### src/rtl/tl_pkg.sv
// Shared light codes, phase encoding and width helper for the multi-road traffic controller.
// Pure definitions: no latency, no flow control.
package tl_pkg;

    localparam logic [1:0] LC_GREEN  = 2'b00;
    localparam logic [1:0] LC_YELLOW = 2'b01;
    localparam logic [1:0] LC_RED    = 2'b10;

    typedef enum logic [1:0] {
        PH_GREEN  = 2'b00,
        PH_YELLOW = 2'b01,
        PH_ALLRED = 2'b10
    } phase_e;

    function automatic int tl_clog2(input int v);
        int r;
        r = 0;
        for (int i = 0; i < 31; i++) begin
            if ((1 << i) < v) r = i + 1;
        end
        return r;
    endfunction

endpackage

### src/rtl/tl_rr_pick.sv
// Round-robin pick of the next requesting road after cur, excluding cur itself.
// Purely combinational; falls back to cur+1 with found=0 when nothing else requests.
module tl_rr_pick
    import tl_pkg::*;
#(
    parameter int N  = 4,
    parameter int IW = tl_clog2(N)
) (
    input  logic [N-1:0]  req,
    input  logic [IW-1:0] cur,
    output logic [IW-1:0] nxt,
    output logic          found
);

    // Scan farthest-first so the nearest requester after cur wins.
    always_comb begin
        nxt   = IW'((int'(cur) + 1) % N);
        found = 1'b0;
        for (int k = N - 1; k >= 1; k--) begin
            if (req[(int'(cur) + k) % N]) begin
                nxt   = IW'((int'(cur) + k) % N);
                found = 1'b1;
            end
        end
    end

endmodule

### src/rtl/tl_cntr_multi.sv
// Demand-driven traffic controller: GREEN -> YELLOW -> ALLRED -> next road, with min/max green dwell.
// Outputs decoded from registered state only (one-cycle response to T); no backpressure.
module tl_cntr_multi
    import tl_pkg::*;
#(
    parameter int N_ROADS    = 4,
    parameter int GREEN_MIN  = 4,
    parameter int GREEN_MAX  = 8,
    parameter int YELLOW_CYC = 2,
    parameter int ALLRED_CYC = 1
) (
    input  logic                          clk,
    input  logic                          reset,
    input  logic [N_ROADS-1:0]            T,
    output logic [2*N_ROADS-1:0]          L,
    output logic [tl_clog2(N_ROADS)-1:0]  active,
    output logic [1:0]                    phase
);

    localparam int AW   = tl_clog2(N_ROADS);
    localparam int CM1  = (GREEN_MAX > YELLOW_CYC) ? GREEN_MAX : YELLOW_CYC;
    localparam int CMAX = (CM1 > ALLRED_CYC) ? CM1 : ALLRED_CYC;
    localparam int CW   = tl_clog2(CMAX + 1);

    // Counter holds dwell-1, so thresholds are compared one below the dwell value.
    localparam logic [CW-1:0] C_GMIN = CW'(GREEN_MIN - 1);
    localparam logic [CW-1:0] C_GMAX = CW'(GREEN_MAX - 1);
    localparam logic [CW-1:0] C_GSAT = CW'(GREEN_MAX);
    localparam logic [CW-1:0] C_YEL  = CW'(YELLOW_CYC - 1);
    localparam logic [CW-1:0] C_AR   = CW'(ALLRED_CYC - 1);

    phase_e         ph;
    logic [CW-1:0]  cnt;
    logic           other_dmd;
    logic           green_go;
    logic [AW-1:0]  pick_nxt;
    logic           pick_found;

    tl_rr_pick #(
        .N  (N_ROADS),
        .IW (AW)
    ) u_pick (
        .req   (T),
        .cur   (active),
        .nxt   (pick_nxt),
        .found (pick_found)
    );

    always_comb begin
        other_dmd = 1'b0;
        for (int j = 0; j < N_ROADS; j++) begin
            if (T[j] && (j != int'(active))) other_dmd = 1'b1;
        end
    end

    assign green_go = (cnt >= C_GMIN) && other_dmd && (!T[active] || (cnt >= C_GMAX));

    always_ff @(posedge clk or posedge reset) begin
        if (reset) begin
            ph     <= PH_GREEN;
            active <= '0;
            cnt    <= '0;
        end else begin
            case (ph)
                PH_GREEN: begin
                    if (green_go) begin
                        ph  <= PH_YELLOW;
                        cnt <= '0;
                    end else if (cnt < C_GSAT) begin
                        cnt <= cnt + CW'(1);
                    end
                end
                PH_YELLOW: begin
                    if (cnt >= C_YEL) begin
                        ph  <= PH_ALLRED;
                        cnt <= '0;
                    end else begin
                        cnt <= cnt + CW'(1);
                    end
                end
                PH_ALLRED: begin
                    // When no one else waits, the picker already falls back to active+1.
                    if (cnt >= C_AR) begin
                        ph     <= PH_GREEN;
                        cnt    <= '0;
                        active <= pick_nxt;
                    end else begin
                        cnt <= cnt + CW'(1);
                    end
                end
                default: begin
                    ph  <= PH_GREEN;
                    cnt <= '0;
                end
            endcase
        end
    end

    always_comb begin
        L = {N_ROADS{LC_RED}};
        for (int i = 0; i < N_ROADS; i++) begin
            if (int'(active) == i) begin
                if (ph == PH_GREEN)       L[2*i +: 2] = LC_GREEN;
                else if (ph == PH_YELLOW) L[2*i +: 2] = LC_YELLOW;
            end
        end
    end

    assign phase = ph;

endmodule

### config.mk
export PLATFORM = sky130hd
export DESIGN_NAME = tl_cntr_multi
export DESIGN_NICKNAME = d
export VERILOG_FILES = /design/src/rtl/tl_pkg.sv /design/src/rtl/tl_rr_pick.sv /design/src/rtl/tl_cntr_multi.sv
export SDC_FILE = /design/constraint.sdc
export NUM_CORES = 1
export LEC_CHECK = 0
export CELL_PAD_IN_SITES_DETAIL_PLACEMENT = 1
export CELL_PAD_IN_SITES_GLOBAL_PLACEMENT = 1
export CORE_AREA = 10 10 60 62
export CTS_BUF_LIST = sky130_fd_sc_hd__clkbuf_2 sky130_fd_sc_hd__clkbuf_4 sky130_fd_sc_hd__clkbuf_8
export DETAILED_ROUTE_END_ITERATION = 10
export DIE_AREA = 0 0 70 72
export PLACE_DENSITY = 0.8
export SLEW_MARGIN = 5
export SYNTH_ARGS = -nofsm -noshare
export SYNTH_HDL_FRONTEND = slang
export SYNTH_SLANG_ARGS = --single-unit
### constraint.sdc
create_clock -name clk -period 1.65 [get_ports clk]
set_input_delay 0.33 -clock clk [delete_from_list [all_inputs] [get_ports clk]]
set_output_delay 0.33 -clock clk [all_outputs]
set_load 0.005 [all_outputs]
== Word-level counts from Yosys, hierarchy flattened ==
Cells that the tools add are included.

* Register bits: 8
* Output and inout bits: 12
* Memories: 0
* Latch bits: 0
* Word-level logic and storage cells: 80
* Memory bits (read-only): 0
* Input port bits: 6
* RAM bits: 0

* Divide/modulo/power cells: 0
* $lt $le $gt $ge: 9
* Reductions and logical operators: 16
* Bitwise gates (word level): 3
* Multiply operators: 0
* Add/subtract/negate cells: 4
* Equal/unequal tests: 12
* Shift-type cells: 0
* Muxes and demuxes: 33

{| class="wikitable"
|+ Operator list
! cell !! count
|-
| $mux 2 || 12
|-
| $mux 4 || 4
|-
| $lt 3x4->1 const B || 3
|-
| $pmux 4 s3 || 1
|-
| $mux 1 || 11
|-
| $bmux 1 s2 || 4
|-
| $ge 4x1->1 const B || 2
|-
| $eq 2x2->1 const B || 3
|-
| $logic_and 1x1->1 || 6
|-
| $ne 2x2->1 const B || 3
|-
| $pmux 2 s3 || 1
|-
| $reduce_or 2->1 || 3
|-
| $add 2x2->2 const B || 2
|-
| $add 4x1->4 const B || 1
|-
| $eq 2x1->1 const B || 2
|-
| $ge 4x2->1 const B || 1
|-
| $ge 4x3->1 const B || 1
|-
| $logic_not 2->1 || 2
|-
| $lt 4x4->1 const B || 1
|-
| $ne 2x2->1 const A || 2
|-
| $and 1x1->1 const A || 3
|-
| $lt 2x3->1 const B || 1
|-
| $ne 3x3->1 const B || 1
|-
| $reduce_and 3->1 || 1
|-
| 6 further kinds || 6
|}

== Logic depth before layout (Yosys ltp) ==
Gate-level depths: netlist of run 1.

* Depth in word-level cells: 10
* Gate-level depth with buffers: 8
* Mapped depth without buffers: 7

== By module ==
From an unflattened synthesis of run 1, not the netlist that was laid out.

* Cell total of the unflattened synthesis: 82
* Area, all modules: 749.5 um2

{| class="wikitable"
|+ Modules (own cells, without submodules)
! module !! instances !! cells an instance !! area an instance (um2) !! sequential area each (um2)
|-
| tl_cntr_multi || 1 || 60 || 595.6 || 200.2
|-
| tl_rr_pick || 1 || 22 || 153.9 || 0.0
|}

== Worst setup path after synthesis of run 1 ==
No wires, ideal clock.

* Path kind: reg2reg
* Start point: register active[0]
* End point: register active[1]
* Clock period less this slack: 1693 ps
* Required time: 1519 ps
* Slack: -43 ps
* Setup time: 131 ps
* Path buffers: 1
* Cell stages (with the launch flop): 9
* Arrival: 1561 ps
* Path through: dfrtp_1 > buf_6 > inv_1 > ha_1 > nor2b_1 > o21ai_0 > a32oi_1 > o221ai_1 > o21ai_0

* Cells in the longest elaborated chain, start to end: 7
* Elaborated cells between the ends (all ways): 15
* Classes of those cells: add/sub (3); mux (12)

{| class="wikitable"
|+ Ends and longest elaborated chain
! element !! line !! RTL
|-
| from (decl) || tl_cntr_multi.sv:16 || <nowiki>output logic [tl_clog2(N_ROADS)-1:0] active,</nowiki>
|-
| from (signal assigned) || tl_cntr_multi.sv:86 || <nowiki>active <= pick_nxt;</nowiki>
|-
| $add 2x2->2 || tl_rr_pick.sv:20, tl_rr_pick.sv:21 ||
|-
| $bmux 1 s2 || tl_rr_pick.sv:20 || <nowiki>if (req[(int'(cur) + k) % N]) begin</nowiki>
|-
| $mux 1 (implied by the code) (2 in series) || tl_rr_pick.sv:20 ||
|-
| $mux 2 (2 in series) || tl_rr_pick.sv:20 ||
|-
| $mux 2 (*) || tl_rr_pick.sv:20 ||
|}

Every way passes the cells marked *; elsewhere a longest branch is shown, timed or not. The select of a mux whose other input is x is not followed.
A chain may end at the register's enable or synchronous reset.

== Worst setup path in the final report of run 1 ==
* Start point: register active[0]
* End point: output port L[5]

* Cells in the longest elaborated chain, start to end: 2

{| class="wikitable"
|+ Ends and longest elaborated chain
! element !! line !! RTL
|-
| $eq 2x2->1 || tl_cntr_multi.sv:102 || <nowiki>if (int'(active) == i) begin</nowiki>
|-
| $mux 2 || tl_cntr_multi.sv:102 ||
|-
| to (decl) || tl_cntr_multi.sv:15 || <nowiki>output logic [2*N_ROADS-1:0] L,</nowiki>
|}

Every way passes these cells.

==> results of run 1 <==
==> registers in the layout (all words and copies together) (netlist names) <==
signal  count
active      2
cnt         4
phase       2
==> cells in the final DEF, fill, tap and decap left out, types with 2 or more instances in the layout <==
master / netlist / final
inv_2: 0 / 2
a21oi_1: 5 / 5
clkdlybuf4s15_1: 0 / 2
nor2_1: 7 / 6
dlygate4sd2_1: 0 / 3
ha_1: 7 / 3
and2_1: 4 / 3
o21ai_2: 0 / 2
o21ai_1: 0 / 4
o221ai_1: 2 / 2
a31oi_1: 2 / 2
mux2i_1: 2 / 2
nand2_1: 9 / 8
inv_1: 10 / 8
clkdlybuf4s50_1: 0 / 4
o21ai_0: 8 / 2
buf_6: 1 / 11
a21boi_0: 2 / 2
buf_4: 1 / 18
clkbuf_4: 0 / 3
nand2b_1: 4 / 4
clkbuf_2: 0 / 3
dfrtp_1: 8 / 6
dfrtp_2: 0 / 2
dlymetal6s2s_1: 0 / 3
ha_4: 0 / 4
==> final timing paths <==
path | startpoint | endpoint | slack, ps | cells after the start
max | active[0] | L[5] | -50 | 4
min | reset | phase[1] | 310 | 2
max reg2reg | active[0] | cnt[0] | -30 | 7
min reg2reg | phase[1] | phase[1] | 590 | 2
max in group asynchronous | reset | active[0] | 1080 | 2
min in group clk | T[0] | active[1] | 580 | 4
==> cell type report <==
class | count | area (µm²)
Fill cell | 282 | 1070
Multi-Input combinational cell | 71 | 656
Timing Repair Buffer | 45 | 403
Sequential cell | 8 | 203
Inverter | 10 | 37.5
Tap cell | 30 | 37.5
Clock buffer | 3 | 22.5
==> repair_timing <==
action	4_1_cts	5_1_grt
resized for setup	41	34
endpoints found under the setup margin	18	15
hold endpoints to repair	0	0
setup buffers	8	6
pin swaps	10	7
==> power by group through the flow <==
stage	combinational (µW)	clock (µW)	sequential (µW)
final	2040	170	396
after detailed placement	1410	0	386
after global placement	1330	0	373
after floorplan	803	0	369
after global routing	2230	178	411
after CTS	1670	161	400
==> routing by layer <==
| metal | up-vias | wire length (µm) | share of wire |
|---|---|---|---|
| li1 | 417 | - | - |
| met4 | 0 | 158 | 0.048 |
| met5 | - | 0 | 0 |
| met1 | 421 | 1180 | 0.36 |
| met3 | 13 | 98 | 0.030 |
| met2 | 17 | 1870 | 0.56 |
==> per-stage QoR <==
| step | utilization | total power [µW] | instances | hold slack [ps] |
|---|---|---|---|---|
| 6_report | 0.559 | 2610 | 167 | 306 |
| 5_1_grt | 0.559 | 2820 | 167 | 346 |
| 4_1_cts | 0.511 | 2230 | 162 | 338 |
| 3_5_place_dp | 0.441 | 1800 | 151 | 617 |
| 3_3_place_gp | 0.441 | 1710 | 151 | 587 |
| 2_1_floorplan | - | 1170 | 93 | 146 |
==> worst reg2reg max path: stages (launching register included) <==
cell and delay [ps]:
dfrtp_2 420, buf_6 130, mux4_2 520, a21oi_4 180
buf_6 120, nor3_2 40, nand2_1 80, a21oi_1 60
==> kinds of logic (layout without fill, tap and decap cells) <==
logic type / after synthesis / in the layout / synth area share
buf+inv: 14 / 58 / 0.0832
fa+ha+maj: 7 / 7 / 0.114
flops: 8 / 8 / 0.261
compound gates: 27 / 27 / 0.248
simple gates: 33 / 33 / 0.227
mux: 3 / 3 / 0.0555
xor+xnor: 1 / 1 / 0.0114
==> summary.txt, run 1 <==
Setup path
  – WP data required: 1320 ps
  – Critical Path Slowest Stage Cell: dfrtp_2
  – CP startpoint kind: flop
  – Critical path endpoint category: output port
  – Worst Path Max Fanout: 4
  – CP cell instances: inv_2, ha_4, nand2b_1, dlygate4sd2_1
  – Max incr delay on CP: 440 ps
  – Setup Crit Path Kind: flop to output port
  – Worst EP arrival: 1370 ps
  – Buffers plus inverters on the worst setup path: 2
  – Cell family with most CP delay: flip-flops

Power
  – Flop pwr share: 0.152
  – Power Dens Cells: about 1900 nW/µm²
  – Peak supply drop: just over 1 mV
  – NetSw: between 1000 and 1500 µW
  – Leak: ~0.00065 µW
  – Clock power share: 0.065
  – Comb power frac: 0.783
  – Cell Int Power: between 1000 and 1500 µW
  – Switching part of the total: 0.456

Logic synthesis
  – Synth cell count leaders: inv_1 (10), nand2_1 (9), dfrtp_1 (8), o21ai_0 (8)
  – Syn nets: 106
  – Post-synth EDFFs: 0
  – Synth top area share: 0.261
  – Seq/Total Area, Yosys: 0.261
  – Synth Cell Area: around 770 µm²
  – Area leader, netlist: dfrtp_1
  – Warning count from the yosys run: 0
  – Most frequent cell after synthesis: inv_1
  – Top area cells in the synthesized netlist: dfrtp_1 (26%), ha_1 (11%), o21ai_0 (5.2%)
  – Yosys reg bits: 8
  – Synth unique cells: 32
  – Cells after Synth: 93
  – Syn_area_per_cell: just over 8 µm²
  – Asr flop ratio synth: 1.00
  – Dominant synthesized flop cell: dfrtp_1

Global route
  – GRT overflow: 0
  – Global-route wire length before repair: 5.06 mm
  – Largest net degree at the start of global routing: 14
  – Vias in the first global route: about 1000
  – GRT Max-Usage Layer: met2
  – Initial antenna violation count: 0
  – Met1 usage: 0.113
  – Met2 Track Usage GR: 0.235
  – Grt met3 use: 0.0313
  – Global-route usage over all layers: 0.124

Timing
  – Post-layout min period: about 1700 ps
  – Fin. max-slew vios: 0
  – RSZ-0062 raised after global routing: yes
  – Setup WS post-layout: -45.9 ps
  – Slew headroom: 0.770
  – Final hold viol count: 0
  – Fmax: about 590 MHz
  – Fin crit share: 1.03
  – Least-Margin Pin Slew: between 300 and 400 ps
  – # setup viols final: 4
  – Post-route setup TNS: -122 ps
  – Final setup skew: ~6.5 ps

Clocking
  – CTS Buf Count: 3
  – CTS root buffer: clkbuf_4
  – Clk_lat worst skew: between 200 and 300 ps
  – CTS tree: built
  – Hold-fix buffers, CTS: 0
  – Clk pin slew, worst setup/hold paths: approximately 60 ps
  – Clk buf depth: 2
  – H-tree Lvls: 1
  – Clk sinks: 8

Job
  – Max-Cap Viols: 0

Floorplan
  – Rows: 18
  – Die X-Extent: 70 µm
  – Full die area: ~5000 µm²
  – Die H: between 70 and 80 µm
  – IO Count: 18
  – Core area: between 2000 and 2500 µm²
  – Initial Utilization: 0.315

Drt
  – WL/cell: between 15 and 20 µm
  – Vias/cell: 5.20
  – 1st-pass router iterations: 3
  – DRT Wirelength: approximately 3.3 mm
  – Initial DRC Count: 28
  – Vias: 868
  – DRC violations left: 0
  – Routed Antenna Nets: 0

Place
  – Placed Area: roughly 1100 µm²
  – Dpl hpwl: between 2 and 2.5 mm
  – Number of port buffers: 17
  – GPL Wtd Cong: 0.843
  – Place WS: -283 ps

Finish
  – Share of cells above drive strength 1: 0.445
  – Design area: between 1000 and 1500 µm²
  – P&R area growth vs syn: 77.2%
  – N_diodes: 0
  – Layout Nets: about 150

Status
  – Outcome: finished, violations left
  – Failing checks: setup timing

Worst hold path
  – Kind of path behind the tightest hold check: input pin to asynchronous set/reset pin
(Power assumes the default switching activity.)
==> run 2, diff against run 1 <==
--- a/config.mk
+++ b/config.mk
@@ -16,3 +16,4 @@
 export SYNTH_ARGS = -nofsm -noshare
 export SYNTH_HDL_FRONTEND = slang
 export SYNTH_SLANG_ARGS = --single-unit
+export TNS_END_PERCENT = 20
==> run 2 against run 1 <==
Compared with the run above:
- the flow still finishes with violations (setup timing)
- clock-buffer cell count did not move
- register-to-register slack got worse by 110 ps
- total power fell by 14%
- cell area fell by 8.7%
- first-iteration DRC count fell by 57%
- clock skew fell by 4.8 ps
- via count fell by 1.4%
- final cell count fell by 2.4%
- utilization fell by 4.9 points
- sequential share of layout area rose by 1.4 points
- critical path type is now flop to flop
- highest routed layer unchanged
==> summary.txt, run 2 (synthesis results as in run 1) <==
Timing
  – Final setup skew: 1.71 ps (-4.80 ps)
  – Least-Margin Pin Slew: 335 ps (-9.08 ps)
  – RSZ-0062 raised after global routing: yes
  – Post-layout min period: 1790 ps (+95.7 ps)
  – Fin crit share: 1.09 (+0.0580)
  – Fmax: 558 MHz (-5.3%)
  – Setup WS post-layout: -142 ps (-95.7 ps)
  – # setup viols final: 8 (+4)
  – Final hold viol count: 0 (unchanged)
  – Slew headroom: 0.777 (+0.00678)
  – Fin. max-slew vios: 0 (unchanged)

Floorplan
  – IO Count: 18 (unchanged)
  – Core area: 2430 µm² (unchanged)
  – Full die area: 5040 µm² (unchanged)
  – Die H: 72 µm (unchanged)
  – Rows: 18 (unchanged)
  – Die X-Extent: 70 µm (unchanged)
  – Initial Utilization: 0.315 (unchanged)

Clocking
  – Clk buf depth: 2 (unchanged)
  – H-tree Lvls: 1 (unchanged)
  – Clk_lat worst skew: 260 ps (-20 ps)
  – Clk pin slew, worst setup/hold paths: 60 ps (about the same)
  – CTS tree: built
  – Hold-fix buffers, CTS: 0 (unchanged)
  – CTS Buf Count: 3 (unchanged)
  – Clk sinks: 8 (unchanged)
  – CTS root buffer: clkbuf_4

Drt
  – Vias/cell: 5.25 (+1.0%)
  – WL/cell: 18.3 µm (-7.3%)
  – DRT Wirelength: 2.99 mm (-9.5%)
  – Initial DRC Count: 12 (-57%)
  – 1st-pass router iterations: 4 (+1)
  – Vias: 856 (-1.4%)
  – Routed Antenna Nets: 0 (unchanged)
  – DRC violations left: 0 (unchanged)

Setup path
  – Worst Setup EP: phase[0]
  – Worst reg2reg path startpoint: active[0]
  – Worst EP arrival: 1940 ps (+570 ps)
  – Worst R2R Setup Slack: -140 ps (-110 ps)
  – CP startpoint kind: flop
  – Setup Crit Path Kind: flop to flop
  – Crit Reg-Reg Endpoint: phase[0]
  – WP data required: 1800 ps (+480 ps)
  – Worst Path Max Fanout: 3 (-1)
  – Critical path endpoint category: flop
  – Worst setup path startpoint: active[0]
  – Cells on worst reg2reg path: 6 (-1)

Finish
  – Final Non-Filler Cells: 163 (-2.4%)
  – Share of cells above drive strength 1: 0.361 (-0.0844)
  – N_diodes: 0 (unchanged)
  – P&R area growth vs syn: 61.7%
  – Number of flip-flops in the largest register: 4 (unchanged)
  – Most frequent cells in the layout: buf_4 (21), nand2_1 (9), inv_1 (8)
  – Layout Nets: 148 (-2.6%)
  – Most common cell after layout, fill and taps aside: buf_4
  – Top reg by flops: cnt
  – Final core occ: 0.510 (-0.0489)

Power
  – Leak: 0.000621 µW (-4.3%)
  – Power Dens Cells: 1820 nW/µm² (-5.2%)
  – Peak supply drop: 1.18 mV (+15%)

Global route
  – Global-route wire length before repair: 4.30 mm (-15%)
  – Global-route usage over all layers: 0.103 (-0.0206)
  – Vias in the first global route: 898 (-11%)
  – GRT overflow: 0 (unchanged)
  – Initial antenna violation count: 0 (unchanged)
  – Largest net degree at the start of global routing: 14 (unchanged)

Status
  – Failing checks: setup timing
  – Outcome: finished, violations left

Place
  – Placed instance count: 152 (+0.66%)
  – Number of port buffers: 17 (unchanged)
  – GPL Wtd Cong: 0.827 (-2.0%)
  – Dpl hpwl: 2.02 mm (-7.3%)

Worst hold path
  – Kind of path behind the tightest hold check: input pin to asynchronous set/reset pin

Job
  – Max-Cap Viols: 0 (unchanged)
==> run 2: cell count changes in the layout (fill, tap and decap cells not counted), sizes merged <==
cell and change:
buf -6, dlygate4sd2 +2, clkbuf -1, dlymetal6s2s +1
==> run 2: timing repair <==
item                       4_1_cts  5_1_grt
pin swaps                        0        9
gates resized for setup         22       21
setup endpoints to repair       17       17
hold endpoints to repair         0        0
setup buffers                    2        8
==> run 2: critical path, stage by stage, from the launching register on <==
cell and delay, ps:
dfrtp_2 420, buf_4 140, buf_6 110, mux4_2 450
a21oi_4 220, nor2_2 80, o41ai_2 250
==> run 2: through the flow <==
step,setup TNS [ps],total power (µW),hold WS (ps),area (µm²),setup WS (ps)
after floorplan,-65.5,1160,146,767,-42.7
after global placement,-1000,1700,590,1070,-226
after detailed placement,-1550,1790,608,1070,-281
after CTS,-817,1990,324,1130,-245
after global routing,-1380,2450,363,1240,-206
final,-744,2250,319,1240,-142
==> run 2: area by class of cell <==
cell class / count / area, µm²
clock buffers: 3 / 22.5
fillers: 300 / 1190
inverters: 10 / 37.5
multi-input cells: 71 / 584
flip-flops and latches: 8 / 203
well taps: 30 / 37.5
repair buffers: 41 / 355
==> run 2: worst min path at each step <==
stage	endpoint	slack, ps	depth (start not counted)
CTS	phase[0]	320	2
global route	phase[0]	360	2
detailed placement	active[0]	610	2
floorplan	active[0]	150	1
global placement	phase[0]	590	3
finish	phase[0]	320	2
==> run 2: where the power goes <==
group / total [µW] / internal, µW / leakage [µW] / switching (µW)
Clock: 163 / 84.1 / 0.0000138 / 78.5
Combinational: 1710 / 856 / 0.000507 / 853
Sequential: 383 / 285 / 0.000101 / 97.8
==> run 2: metal layers <==
metal / vias to the layer above / routed length, µm / track usage
met5: - / 0 / 0
met4: 0 / 63 / 0.0329
met3: 7 / 95 / 0.0313
met2: 14 / 1650 / 0.206
met1: 427 / 1180 / 0.0973
li1: 408 / - / -
